[config.mk]
export PLATFORM = sky130hd
export DESIGN_NAME = chunked_adder
export DESIGN_NICKNAME = d
export VERILOG_FILES = /design/src/rtl/adder_pkg.sv /design/src/rtl/chunk_add.sv /design/src/rtl/chunked_adder.sv
export SDC_FILE = /design/constraint.sdc
export NUM_CORES = 1
export LEC_CHECK = 0
export CORE_MARGIN = 2
export CORE_UTILIZATION = 51
export DETAILED_ROUTE_END_ITERATION = 7
export PLACE_DENSITY = 0.77
export SKIP_CTS_REPAIR_TIMING = 1
export SLEW_MARGIN = 0
export SYNTH_ARGS = -nofsm -noshare
export SYNTH_HDL_FRONTEND = slang
export SYNTH_SLANG_ARGS = --single-unit
[constraint.sdc]
create_clock -name clk -period 3 [get_ports clk]
set_input_delay 0.6 -clock clk [delete_from_list [all_inputs] [get_ports clk]]
set_output_delay 0.6 -clock clk [all_outputs]
set_load 0.005 [all_outputs]
[src/rtl/adder_pkg.sv]
// Shared types and default sizing for the chunked adder.
package adder_pkg;

    localparam int unsigned DEFAULT_WIDTH = 16;
    localparam int unsigned DEFAULT_CHUNK = 4;

    typedef enum logic [1:0] {
        IDLE,
        BUSY,
        DONE
    } state_t;

    typedef struct packed {
        logic carry_out;
        logic overflow;
        logic zero;
        logic negative;
    } flags_t;

endpackage

[src/rtl/chunk_add.sv]
// Combinational W-bit adder slice; also reports the carry into its top bit.
module chunk_add #(
    parameter int unsigned W = 4
) (
    input  logic [W-1:0] a,
    input  logic [W-1:0] b,
    input  logic         cin,
    output logic [W-1:0] sum,
    output logic         cout,
    output logic         ctop
);

    logic [W:0] full;

    assign full = {1'b0, a} + {1'b0, b} + {{W{1'b0}}, cin};
    assign sum  = full[W-1:0];
    assign cout = full[W];
    // The top sum bit is a^b^carry_in, so the carry into it falls out directly.
    assign ctop = sum[W-1] ^ a[W-1] ^ b[W-1];

endmodule

[src/rtl/chunked_adder.sv]
// Multi-cycle adder/subtractor processing CHUNK bits per cycle with valid/ready handshakes.
// Optional saturation on signed overflow: define CHUNKED_ADDER_SAT_EN.
module chunked_adder
    import adder_pkg::*;
#(
    parameter int unsigned WIDTH = DEFAULT_WIDTH,
    parameter int unsigned CHUNK = DEFAULT_CHUNK
) (
    input  logic             clk,
    input  logic             rst_n,
    input  logic             in_valid,
    output logic             in_ready,
    input  logic [WIDTH-1:0] op_a,
    input  logic [WIDTH-1:0] op_b,
    input  logic             sub,
    input  logic             carry_in,
    output logic             out_valid,
    input  logic             out_ready,
    output logic [WIDTH-1:0] result,
    output logic             carry_out,
    output logic             overflow,
    output logic             zero,
    output logic             negative
);

    localparam int unsigned NCHUNK = WIDTH / CHUNK;
    localparam int unsigned IDXW   = (NCHUNK > 1) ? $clog2(NCHUNK) : 1;
    localparam logic [IDXW-1:0] LAST_IDX = IDXW'(NCHUNK - 1);

    if (CHUNK == 0 || (WIDTH % CHUNK) != 0) begin : g_cfg_check
        $error("chunked_adder: WIDTH must be a non-zero multiple of CHUNK");
    end

    state_t           state_q, state_d;
    logic [WIDTH-1:0] a_q, a_d;
    logic [WIDTH-1:0] b_q, b_d;
    logic [WIDTH-1:0] result_q, result_d;
    logic             carry_q, carry_d;
    logic [IDXW-1:0]  idx_q, idx_d;
    flags_t           flags_q, flags_d;

    logic [CHUNK-1:0] a_chunk, b_chunk, sum_chunk;
    logic             chunk_cout, chunk_ctop;
    logic [WIDTH-1:0] raw_result, final_result;
    logic             ovf;

    assign a_chunk = a_q[CHUNK*idx_q +: CHUNK];
    assign b_chunk = b_q[CHUNK*idx_q +: CHUNK];

    chunk_add #(
        .W (CHUNK)
    ) u_chunk_add (
        .a    (a_chunk),
        .b    (b_chunk),
        .cin  (carry_q),
        .sum  (sum_chunk),
        .cout (chunk_cout),
        .ctop (chunk_ctop)
    );

    // Only meaningful on the last chunk, where chunk_ctop is the carry into the MSB.
    assign ovf = chunk_ctop ^ chunk_cout;

    always_comb begin
        raw_result = result_q;
        raw_result[CHUNK*idx_q +: CHUNK] = sum_chunk;
`ifdef CHUNKED_ADDER_SAT_EN
        // Wrapped MSB set means the true result was positive and too large.
        if (ovf) begin
            final_result = raw_result[WIDTH-1] ? {1'b0, {(WIDTH-1){1'b1}}}
                                               : {1'b1, {(WIDTH-1){1'b0}}};
        end else begin
            final_result = raw_result;
        end
`else
        final_result = raw_result;
`endif
    end

    always_comb begin
        state_d  = state_q;
        a_d      = a_q;
        b_d      = b_q;
        result_d = result_q;
        carry_d  = carry_q;
        idx_d    = idx_q;
        flags_d  = flags_q;

        unique case (state_q)
            IDLE: begin
                if (in_valid) begin
                    a_d     = op_a;
                    b_d     = sub ? ~op_b : op_b;
                    carry_d = sub | carry_in;
                    idx_d   = '0;
                    state_d = BUSY;
                end
            end
            BUSY: begin
                result_d = raw_result;
                carry_d  = chunk_cout;
                idx_d    = idx_q + IDXW'(1);
                if (idx_q == LAST_IDX) begin
                    result_d          = final_result;
                    flags_d.carry_out = chunk_cout;
                    flags_d.overflow  = ovf;
                    flags_d.zero      = (final_result == '0);
                    flags_d.negative  = final_result[WIDTH-1];
                    state_d           = DONE;
                end
            end
            DONE: begin
                if (out_ready) begin
                    state_d = IDLE;
                end
            end
            default: state_d = IDLE;
        endcase
    end

    always_ff @(posedge clk or negedge rst_n) begin
        if (!rst_n) begin
            state_q  <= IDLE;
            a_q      <= '0;
            b_q      <= '0;
            result_q <= '0;
            carry_q  <= 1'b0;
            idx_q    <= '0;
            flags_q  <= '0;
        end else begin
            state_q  <= state_d;
            a_q      <= a_d;
            b_q      <= b_d;
            result_q <= result_d;
            carry_q  <= carry_d;
            idx_q    <= idx_d;
            flags_q  <= flags_d;
        end
    end

    assign in_ready  = (state_q == IDLE);
    assign out_valid = (state_q == DONE);
    assign result    = result_q;
    assign carry_out = flags_q.carry_out;
    assign overflow  = flags_q.overflow;
    assign zero      = flags_q.zero;
    assign negative  = flags_q.negative;

endmodule
# Yosys cells after proc, flatten, opt, wreduce, memory -nomap -nowiden
# Index checks and enable logic that the tools add are counted.
# Widths: inputs -> output; s select.
[totals] register_bits=57 output_inout_bits=22
[op_classes] addsub=4 n_eq_ne=6 shifts=4 muxes=10 bitwise_logic=5 n_reduce_logical=7
[op_table] op="$neg 4->34" count=1
[op_table] op="$shift 4x34->16 const A" count=1
[op_table] op="$shiftx 4x34->16" count=1
[op_table] op="$shiftx 16x5->4" count=2
[op_table] op="$bwmux 16" count=1
[op_table] op="$logic_not 16->1" count=1
[op_table] op="$mux 16" count=1
[op_table] op="$not 16->16" count=1
[op_table] op="$mux 2" count=4
[op_table] op="$pmux 2 s3" count=1
[op_table] op="$reduce_and 2->1" count=3
[op_table] op="$add 4x4->5" count=1
[op_table] op="$add 5x1->5" count=1
[op_table] op="$eq 2x2->1 const B" count=2
[op_table] op="$ne 2x2->1 const B" count=2
[op_table] op="$pmux 2 s2" count=1
[op_table] op="$reduce_and 3->1" count=1
[op_table] op="$xor 1x1->1" count=3
[op_table] op="$add 2x1->2 const B" count=1
[op_table] op="$eq 2x1->1 const B" count=1
[op_table] op="$logic_not 2->1" count=1
[op_table] op="$ne 2x1->1 const B" count=1
[op_table] op="$pmux 1 s2" count=1
[op_table] op="$reduce_bool 2->1" count=1
[op_table] op="2 further kinds" count=2

# Longest topological paths before layout
# Gate-level depths: netlist (run 1).
[depth] word_depth=6 depth_mapped=10

# By module
# A second synthesis (run 1) with hierarchy kept.
[hier_totals] cells_unflattened=290 area_unflattened_um2=2957.8
[by_module_without_submodules] module="chunked_adder" n_inst=1 cells_each=271 area_each_um2=2780.2 seq_area_each_um2=1426.4
[by_module_without_submodules] module="chunk_add" n_inst=1 cells_each=19 area_each_um2=177.7 seq_area_each_um2=0.0

# Worst setup path before layout (run 1)
# OpenSTA, ideal clock, no wires.
[synth_path] kind="reg-to-reg" startpoint="register idx_q[0]" endpoint="register flags_q (netlist bit overflow)" setup_ns=0.127 arrival_ns=2.537 t_required_ns=2.873 setup_slack_ns=0.336 stages_incl_launch_ff=11 n_path_buf=1 path_cell_list="dfrtp_1 -> buf_4 -> mux4_2 -> fa_1 -> inv_1 -> fa_1 -> nor2b_1 -> o21ai_0 -> nor3b_1 -> a211o_1 -> nand3_1"
[synth_via] elab_chain_cells=6 word_cells_on_any_way=9 classes_between="add/sub: 2; eq/ne: 1; shift: 2; bitwise: 3; reduce/logical: 1"
[synth_lines] element="start, declared" line_no="chunked_adder.sv:39" text="logic [IDXW-1:0] idx_q, idx_d;"
[synth_lines] element="start signal, assigned" line_no="chunked_adder.sv:136" text="idx_q <= idx_d;"
[synth_lines] element="$shiftx 16x5->4 (on tied branches)" line_no="chunked_adder.sv:47, chunked_adder.sv:48"
[synth_lines] element="$add 4x4->5" line_no="chunk_add.sv:15" text="assign full = {1'b0, a} + {1'b0, b} + {{W{1'b0}}, cin};"
[synth_lines] element="$add 5x1->5" line_no="chunk_add.sv:15"
[synth_lines] element="$xor 1x1->1 (2 in a row)" line_no="chunk_add.sv:19" text="assign ctop = sum[W-1] ^ a[W-1] ^ b[W-1];"
[synth_lines] element="$xor 1x1->1" line_no="chunked_adder.sv:62" text="assign ovf = chunk_ctop ^ chunk_cout;"
[synth_lines] element="end signal, assigned" line_no="chunked_adder.sv:137" text="flags_q <= flags_d;"
[synth_lines] element="end, declared" line_no="chunked_adder.sv:40" text="flags_t flags_q, flags_d;"
# Several ways; a longest one is shown, not always the timed one.
# A chain may end at the register's enable or synchronous reset.

# Worst setup path after layout (run 1)
[layout_path] startpoint="register idx_q[1]" endpoint="register flags_q (netlist bit overflow)"
# Same word-level chain as after synthesis.

==> results of run 1 <==
## final timing paths
check	startpoint	end	slack (ns)	cells past startpoint
min in group clk	a_q[5]	a_q[5]	0.47	2
max	idx_q[1]	overflow	0.25	9
max reg2reg	idx_q[1]	overflow	0.25	9
min	rst_n	state_q[1]	0.27	1
max in group asynchronous	rst_n	idx_q[0]	2.13	2
min reg2reg	a_q[5]	a_q[5]	0.47	2
## flip-flops by register name, summed over array words and instances (netlist names)
signal and cells:
result 16, a_q 16, carry_q 1, carry_out 1
b_q 16, idx_q 2, overflow 1, negative 1
state_q 2, zero 1
## power by group through the flow
stage	clock, uW	combinational, uW	sequential, uW
after floorplan	0	1510	1280
after global placement	0	2110	1360
after detailed placement	0	2160	1370
after CTS	654	2170	1360
after global routing	685	2430	1400
final	644	2170	1360
## final cells by class
type | instances | share of cell area
Clock buffer | 13 | 0.0426
Clock inverter | 3 | 0.00403
Inverter | 9 | 0.00906
Multi-Input combinational cell | 206 | 0.365
Sequential cell | 57 | 0.383
Tap cell | 72 | 0.0242
Timing Repair Buffer | 65 | 0.172
## stage by stage
step	cells	hold WS [ns]	total power [uW]
after floorplan	285	0.304	2790
after global placement	409	0.457	3470
after CTS	425	0.282	4180
after detailed placement	409	0.462	3530
final	425	0.265	4170
after global routing	425	0.315	4520
## layer usage
| layer | wire length [um] | up-vias |
|---|---|---|
| li1 | - | 1114 |
| met1 | 2750 | 1089 |
| met2 | 3010 | 77 |
| met3 | 364 | 11 |
| met4 | 156 | 0 |
| met5 | 0 | - |
## synthesized netlist by cell type (all sizes together), types with 3 or more instances
cell type  count  area [um2]
inv            9        33.8
a21oi          4        20.0
buf            3        17.5
clkbuf        10        37.5
xnor2         16         140
a32o           4        40.0
dfrtp         57        1430
a22o          12         105
nor4           3        18.8
ha             9         113
nand2         77         289
mux4           8         184
nor3           8        40.0
nor2b          4        25.0
o21ai         25         125
nand3          6        30.0
nor2           6        22.5
## worst max-delay path: stages (launching register included)
cell and delay (ns):
dfrtp_1 0.63, mux4_2 0.40, fa_1 0.45, inv_1 0.09, fa_1 0.20, nor2b_1 0.06
o21ai_0 0.26, nor3b_1 0.33, a211o_1 0.15, nand3_1 0.07
## kinds of logic after synthesis
family                   after synthesis
AO/OA/AOI/OAI                         56
XOR/XNOR                              17
adder cells (fa/ha/maj)               11
buffers and inverters                 22
flip-flops                            57
multiplexers                           8
AND/OR/NAND/NOR                      114
==> results_dict.tcl, run 1 <==
set metrics [dict create \
    grt_pass1_vias 2211 \
    min_path_type "primary input to asynchronous set/reset pin" \
    swShare 0.416 \
    synth_top_family_by_area "simple AND/OR/NAND/NOR gates" \
    dr.pass1.iters 5 \
    finalCritPeriodShare 0.918 \
    cts_tree "built" \
    ios 60 \
    antenna_left 0 \
    drv_slew 0 \
    start_util 0.525 \
    wl_mm 6.28 \
    clock_path_buffers 2 \
    diodes 0 \
    clk_latency_ns 0.34 \
    regArea_um2 1430 \
    leakage_uw 0.00168 \
    cts_root_buffer "clkbuf_8" \
    p_switching_uw 1730 \
    synthMuxAreaShare 0.0640 \
    syn_area_um2 2880 \
    synthFlopType "dfrtp_1" \
    die_h_um 79.1 \
    setup_viol 0 \
    path_class "flop to flop" \
    cts-htree-levels 3 \
    drtIter0Drc 137 \
    drv_cap 0 \
    synth.avg_cell_area_um2 10.1 \
    post-route-min-period_ns 2.75 \
    clkTransAtPathRegs_ns 0.06 \
    yosys.area_share.xor_xnor 0.0518 \
    area_growth_pct 29.7 \
    worstPathRequired_ns 3.23 \
    fin_skew_ns 0.00696 \
    grt_pass1_wl_mm 10.5 \
    layout.nets 397 \
    port_buffers 59 \
    synth_cell_types 39 \
    cp-start-kind "flop" \
    synth_edf_count 0 \
    fin_tns_setup_ns 0 \
    wl_per_cell_um 14.8 \
    top_usage_layer "met2" \
    die_area_um2 6250 \
    end_kind "flop" \
    clock_sinks 57 \
    synthArstFlopShare 1.00 \
    max_freq_ghz 0.363 \
    seq_area_frac_synth 0.496 \
    antenna_found_initial 0 \
    place_congestion 0.923 \
    die_w_um 79.1 \
    final_cell_mix "77 x nand2_1, 58 x clkdlybuf4s50_1, 56 x dfrtp_1" \
    fin_util 0.681 \
    status "finished, final reports clean" \
    crit_fanout 12 \
    grt_overflow_total 0 \
    internal_power_uw 2440 \
    rsz0062_at_grt "no" \
    num_rows 27 \
    grt_use_total 0.223 \
    grt_max_degree 41 \
    power_density_nw_per_um2 1120 \
    synth_fp_nets 334 \
    yosys.area_share.simple 0.174 \
    p_clk_frac 0.154 \
    placed_area_um2 3550 \
    seqPwrFrac 0.325 \
    timing.final.hold_violations 0 \
    cts_made_buffers 9 \
    drive_gt1_frac 0.0850 \
    ir_drop_uv 529 \
    relSlewSlack 0.414 \
    hpwl_mm 4.59 \
    coreArea_um2 5470 \
    grt_util_met1 0.293 \
    yosys.area_share.adder 0.0531 \
    setup_slack_ns 0.246 \
    synth-compound-area-share 0.131 \
    ys_warn_count 0 \
    synthCells 285 \
    dp_worst_setup_slack_ns 0.193 \
    synth.ff_latch_count 57 \
    use_met3 0.0443 \
    avgViaCountPerCell 5.39 \
    fin_area_um2 3730 \
    final_common_cell "nand2_1" \
    met2_usage 0.347 \
    multi_input_area_um2 1360 \
    via_count 2291 \
    fill_cells 465 \
    drc 0 \
    worstPathArrival_ns 2.98 \
    worst_pin_slew_ns 0.877 \
    comb_power_share 0.520 \
]
Power figures use the tool's default switching activity.
==> run 2, diff against run 1 <==
Clock period 3 ns to 2.9 ns, I/O delays scaled along.
==> run 2 against run 1 <==
Effect of this change:
- clock skew rose by 0.0069 ns
- total power rose by 4.9%
- non-clock buffer count rose by 2
- register-to-register slack improved by 0.02 ns
- maximum frequency rose by 4.4%
- via count fell by 0.57%
- sequential cell count did not move
- cell area rose by 0.97%
- wire length fell by 4.6%
- die area did not move
- sequential share of layout area fell by 0.37 points
- hold slack improved by 0.0062 ns
- critical endpoint unchanged
- largest cell class unchanged
==> results_dict.tcl, run 2 (synthesis gave the netlist of run 1 again) <==
set metrics [dict create \
    internal_power_uw 2610 \
    grt_use_total 0.212 \
    swShare 0.403 \
    max_freq_ghz 0.379 \
    crit_fanout 7 \
    fill_cells 462 \
    wl_mm 5.99 \
    cpMostUsedCell "fa_1" \
    drtIter0Drc 153 \
    cts_root_buffer "clkbuf_8" \
    cts-htree-levels 3 \
    cp-start-kind "flop" \
    drc 0 \
    die_area_um2 6250 \
    rsz0062_at_grt "no" \
    finalCritPeriodShare 0.909 \
    place_congestion 0.915 \
    placed_cells 411 \
    cp_cell_sequence "mux4_2 -> fa_1 -> inv_1 -> fa_1 -> nor2b_1 -> o21ai_0 -> nor3b_1 -> a211o_1 -> nand3_1" \
    clock_path_buffers 2 \
    crit_family "adder cells" \
    final_cell_mix "77 x nand2_1, 58 x clkdlybuf4s50_1, 56 x dfrtp_1" \
    drv_slew 0 \
    post-route-min-period_ns 2.64 \
    worst_pin_slew_ns 0.647 \
    p_switching_uw 1760 \
    antenna_left 0 \
    relSlewSlack 0.569 \
    fin_skew_ns 0.0138 \
    die_w_um 79.1 \
    fin_util 0.688 \
    path_class "flop to flop" \
    cts_made_buffers 9 \
    grt_pass1_wl_mm 10.2 \
    clock_sinks 57 \
    cts_tree "built" \
    antenna_found_initial 0 \
    setup_viol 0 \
    power_density_nw_per_um2 1160 \
    hold_slack_ns 0.271 \
    critPathMaxStageDelay_ns 0.54 \
    coreArea_um2 5470 \
    fin_tns_setup_ns 0 \
    p_clk_frac 0.168 \
    drv_cap 0 \
    grt_overflow_total 0 \
    min_path_type "primary input to asynchronous set/reset pin" \
    start_util 0.525 \
    final_cells 426 \
    port_buffers 59 \
    worstPathArrival_ns 2.85 \
    clk_latency_ns 0.34 \
    hpwl_mm 4.52 \
    grt_pass1_vias 2181 \
    avgViaCountPerCell 5.35 \
    timing.final.hold_violations 0 \
    ir_drop_uv 595 \
    r2r_slack_ns 0.26 \
    num_rows 27 \
    comb_power_share 0.510 \
    area_growth_pct 30.9 \
    leakage_uw 0.00170 \
    diodes 0 \
    wl_per_cell_um 14.1 \
    grt_max_degree 49 \
    drive_gt1_frac 0.0904 \
    layout.nets 399 \
    die_h_um 79.1 \
    clkTransAtPathRegs_ns 0.07 \
    crit_buf_inv 1 \
    cpMaxStageDelayCell "mux4_2" \
    seqPwrFrac 0.322 \
    dr.pass1.iters 4 \
    final_common_cell "nand2_1" \
    ios 60 \
    worstPathRequired_ns 3.11 \
    via_count 2278 \
    end_kind "flop" \
    status "finished, final reports clean" \
]
run 2: worst paths after layout:
check,from,to,cells past startpoint
hold / removal,rst_n,result[2],1
hold reg to reg,a_q[3],a_q[3],2
max in group asynchronous,rst_n,idx_q[0],2
setup reg to reg,idx_q[0],overflow,9
min in group clk,a_q[3],a_q[3],2
setup / recovery,idx_q[0],overflow,9
run 2: cell type report:
| class | instances | area [um2] | share of cell area |
|---|---|---|---|
| flip-flops and latches | 57 | 1430 | 0.379 |
| multi-input cells | 206 | 1360 | 0.361 |
| repair buffers | 67 | 658 | 0.175 |
| clock buffers | 12 | 155 | 0.0412 |
| well taps | 72 | 90.1 | 0.0239 |
| clock inverters | 3 | 40.0 | 0.0106 |
| inverters | 9 | 33.8 | 0.00897 |
run 2: stage by stage:
step           setup WS, ns  cell area, um2  power [uW]
3_5_place_dp         0.0874            3570        3650
2_1_floorplan         0.236            2880        2890
4_1_cts              0.0929            3760        4400
5_1_grt              0.0354            3760        4760
3_3_place_gp          0.194            3570        3580
6_report              0.263            3760        4380
run 2: worst reg2reg max path, stage by stage, from the launching register on:
cell	delay [ns]
dfrtp_2	0.47
mux4_2	0.54
fa_1	0.43
inv_1	0.09
fa_1	0.20
nor2b_1	0.05
o21ai_0	0.22
nor3b_1	0.30
a211o_1	0.15
nand3_1	0.07
run 2: metal layers:
layer  global-route usage  wire length, um
met1                0.284             2780
met2                0.339             2860
met3               0.0443              259
met4               0.0879               90
met5                    0                0
run 2: power by group through the flow:
stage | clock network, uW | logic [uW] | registers (uW)
floorplan | 0 | 1560 | 1330
global route | 780 | 2520 | 1460
detailed placement | 0 | 2230 | 1420
global placement | 0 | 2170 | 1410
finish | 736 | 2230 | 1410
CTS | 749 | 2240 | 1410
==> run 3, diff against run 2 <==
Settings changed: ABC_AREA set to 0, TNS_END_PERCENT set to 10.
==> results of run 3 <==
Final layout, timing and power as in run 2 (identical DEF).
==> edit 1, RTL diff (flow settings as in run 1) <==
The option `CHUNKED_ADDER_SAT_EN` is turned on by a define.
--- a/src/rtl/chunked_adder.sv
+++ b/src/rtl/chunked_adder.sv
@@ -2,2 +2,4 @@
 // Optional saturation on signed overflow: define CHUNKED_ADDER_SAT_EN.
+`define CHUNKED_ADDER_SAT_EN
+
 module chunked_adder
Behaviour: not the same (a bounded check fails within 10 cycles, from zero or initial values and one cycle with rst_n low).
==> edit 1 against run 1 <==
The flow now finishes with violations (negative setup slack); non-clock buffer count increased by 32; sequential share of layout area decreased by 6.5 points; area after synthesis increased by 13%; final cell count increased by 20%; setup slack got worse by 0.66 ns; core utilization increased by 3.9 points; cell area increased by 21%; sequential cell count unchanged; routed wire length increased by 37%; largest cell class is now multi-input combinational cells.
Power is left out: the tool's default activity adds up to more than one toggle a clock period on the data nets, which glitch-free logic cannot reach.
==> edit 1: results (changes against run 1) <==
===========================================================================
WP data arrival ..............................................      3.58 ns   +0.60 ns
1st-pass router iterations ...................................            4   -1
Setup_tns ....................................................     -6.01 ns   -6.01 ns
Area growth, synth to finish .................................        38.5%
Bufs on Longest Clock Path ...................................            2   unchanged
Cell count of the worst reg-to-reg path ......................           11   +2
Min Hold Slack ...............................................     0.243 ns   -0.0219 ns
Total nets after synthesis ...................................          387   +16%
Failing checks ............................................... negative setup slack
Largest driver fanout on the critical path ...................            5   -7
Total detailed-routing wirelength ............................      8.59 mm   +37%
Ys async rst share ...........................................         1.00   unchanged
DP Area ......................................................    4090 um^2   +15%
Net count reported at finish .................................          478   +20%
Sequential share of the synthesized area .....................        0.440   -0.0564
Multiplexer share of the synthesized area ....................       0.0744   +0.0105
Via count of the first global-routing pass ...................         2840   +28%
Final setup violation count ..................................           19   +19
Worst slack, placed ..........................................    -0.475 ns   -0.668 ns
Maximum number of pins on one net before global-route repair .           52   +27%
Cell with the biggest individual delay on the critical path .. sky130_fd_sc_hd__mux4_2
Adder-cell area share of the yosys netlist ...................       0.0470   -0.00604
Estimated wirelength of the detail-placed design .............      5.99 mm   +31%
Post-Synth XOR/XNOR Area .....................................       0.0617   +0.00992
Crit-path max cell delay .....................................      0.54 ns   -0.09 ns
Average wire length per cell after detail routing ............      16.9 um   +14%
Layout cell share with drive strength beyond 1 ...............        0.215   +0.130
Number of vias per cell ......................................         5.66   +5.0%
Final clock period utilization by the worst path .............         1.14   +0.220
Result of the run ............................................ finished, violations left
Area fraction in compound gates after synthesis ..............        0.157   +0.0264
Slew at the pin closest to its max-slew limit ................     0.931 ns   +0.0541 ns
Detailed Route Iter0 Violations ..............................          166   +21%
Post-synthesis cell type count ...............................           52   +33%
Routability-driven placement congestion ratio ................        0.921   -0.24%
Post-route clock skew ........................................    0.0103 ns   +0.00333 ns
Top post-synthesis cells by count ............................ sky130_fd_sc_hd__nand2_1, sky130_fd_sc_hd__dfrtp_1, sky130_fd_sc_hd__o21ai_0
Final setup margin ...........................................    -0.415 ns   -0.660 ns
Cell total after placement ...................................          487   +19%
Critical path launch point ...................................     idx_q[0]
Number of instances in the synthesized netlist ...............          338   +19%
Top Family by Delay on Critical Path ......................... compound AO/OA/AOI/OAI gates
Tot GR Track Use .............................................        0.253   +0.0297
===========================================================================
edit 1: changes by cell type in the layout (fill, tap and decap cells not counted), moves of 5 or more:
cell	before	now
sky130_fd_sc_hd__buf_4	5	34
sky130_fd_sc_hd__a22o_1	12	2
sky130_fd_sc_hd__a31oi_1	1	6
sky130_fd_sc_hd__inv_1	9	14
edit 1: cell type report:
cell class	count	area share
Clock buffer	12	0.0367
Inverter	14	0.0117
Tap cell	77	0.0214
Timing Repair Buffer	97	0.197
Clock inverter	3	0.00334
Sequential cell	57	0.318
Multi-Input combinational cell	250	0.412
edit 1: metal layers:
| layer | GRT usage | part of all wire | up-vias |
|---|---|---|---|
| met4 | 0.0997 | 0.027 | 0 |
| met5 | 0 | 0 | - |
| li1 | - | - | 1364 |
| met1 | 0.320 | 0.42 | 1393 |
| met2 | 0.420 | 0.51 | 109 |
| met3 | 0.0613 | 0.049 | 20 |
==> edit 2, RTL diff (flow settings as in run 1) <==
Made on the original files. Take the reset off `a_q` and load it in a clocked block of its own.
--- a/src/rtl/chunked_adder.sv
+++ b/src/rtl/chunked_adder.sv
@@ -123,3 +123,2 @@
             state_q  <= IDLE;
-            a_q      <= '0;
             b_q      <= '0;
@@ -131,3 +130,2 @@
             state_q  <= state_d;
-            a_q      <= a_d;
             b_q      <= b_d;
@@ -138,2 +136,6 @@
         end
+    end
+
+    always_ff @(posedge clk) begin
+        a_q <= a_d;
     end
Function: same outputs for any inputs over 10 cycles, from zero or initial values and one cycle with rst_n low; that may be too few to reach the edited logic, so the function may still have changed.
==> edit 2 against run 1 <==
Setup slack got worse by 0.12 ns; routed wire length decreased by 6.7%; sequential cell count unchanged; clock skew about the same; area after synthesis increased by 1.5%; critical path depth unchanged; synthesized cell count decreased by 6.3%; power increased by 1.4%; core utilization increased by 0.33 points; cell area increased by 1.1%; critical path type unchanged; critical endpoint is now zero; largest cell class unchanged; largest power group unchanged.
==> edit 2: results (changes against run 1) <==
===========================================================================
Result of the run ............................................ complete, no violations
Most numerous cell in the Yosys netlist ...................... sky130_fd_sc_hd__dfrtp_1
Area fraction in compound gates after synthesis ..............        0.130   -0.000617
Slew at the pin closest to its max-slew limit ................     0.873 ns   -0.00357 ns
Tot GR Track Use .............................................        0.204   -0.0193
Met1 capacity usage during global routing ....................        0.252   -0.0408
Met2 Routed Length ...........................................      2.94 mm   -2.2%
Routability-driven placement congestion ratio ................        0.898   -2.8%
Flip-flop and latch count ....................................           57   unchanged
Final cell count without fillers .............................          408   -4.0%
Total number of vias .........................................         2214   -3.4%
Maximum number of pins on one net before global-route repair .           42   +2.4%
Sequential share of the synthesized area .....................        0.516   +0.0202
Detailed Route Iter0 Violations ..............................           78   -43%
IR drop worst, VDD ...........................................     0.445 mV   -16%
Non-clock buffering overhead in the final layout .............        0.169   -0.00322
Average cell area after synthesis ............................    10.9 um^2   +8.3%
Worst R2R Setup Slack ........................................      0.13 ns   -0.12 ns
Filler cell count in the final layout ........................          427   -8.2%
Shortest period the worst path allows ........................      2.87 ns   +0.115 ns
Multiplexer share of the synthesized area ....................       0.0652   +0.00121
Buffers outside the clock class ..............................           66   +1.5%
Top post-synthesis cells by count ............................ sky130_fd_sc_hd__dfrtp_1, sky130_fd_sc_hd__nand2_1, sky130_fd_sc_hd__o21ai_0
Cell with the biggest individual delay on the critical path .. sky130_fd_sc_hd__mux4_2
Estimated wirelength of the detail-placed design .............      4.54 mm   -0.94%
Global-route wire length before repair .......................      9.94 mm   -5.1%
Leak .........................................................   0.00153 uW   -8.9%
Power per cell area .......................................... 1120 nW/um^2   +0.28%
Origin of the critical flop-to-flop path .....................     idx_q[0]
Met3 wire length .............................................       300 um   -18%
Number of instances in the synthesized netlist ...............          267   -6.3%
Clock buffer instance count of the final layout ..............           10   -3
Post-Synth XOR/XNOR Area .....................................       0.0510   -0.000755
Ys async rst share ...........................................        0.719   -0.281
Share of the final layout cell area in sequential cells ......        0.400   +0.0167
Met1 Routed Length ...........................................      2.60 mm   -5.6%
Met3 usage ...................................................       0.0464   +0.00206
Crit-path max cell delay .....................................      0.55 ns   -0.08 ns
Cell total after placement ...................................          392   -4.2%
===========================================================================
## edit 2: changes by cell type in the layout (fill, tap and decap cells not counted), moves of 4 or more
cell                       delta
sky130_fd_sc_hd__edfxtp_1    +16
sky130_fd_sc_hd__nor2b_1      +5
sky130_fd_sc_hd__a32o_1       -4
sky130_fd_sc_hd__dfrtp_1     -15
sky130_fd_sc_hd__a22o_1       -5
sky130_fd_sc_hd__o21ai_0      +7
sky130_fd_sc_hd__nand2_1     -37
sky130_fd_sc_hd__nor2_1       +4
## edit 2: stage by stage
| step | utilization | setup WS, ns | hold slack, ns |
|---|---|---|---|
| global route | 0.685 | 0.00536 | 0.476 |
| floorplan | - | 0.00128 | 0.304 |
| detailed placement | 0.651 | 0.134 | 0.471 |
| global placement | 0.651 | 0.201 | 0.461 |
| finish | 0.685 | 0.131 | 0.381 |
| CTS | 0.685 | 0.121 | 0.411 |
## edit 2: power breakdown
part           switching (uW)  internal, uW  total, uW
sequential                180          1090       1270
combinational            1230          1050       2280
clock                     300           377        678
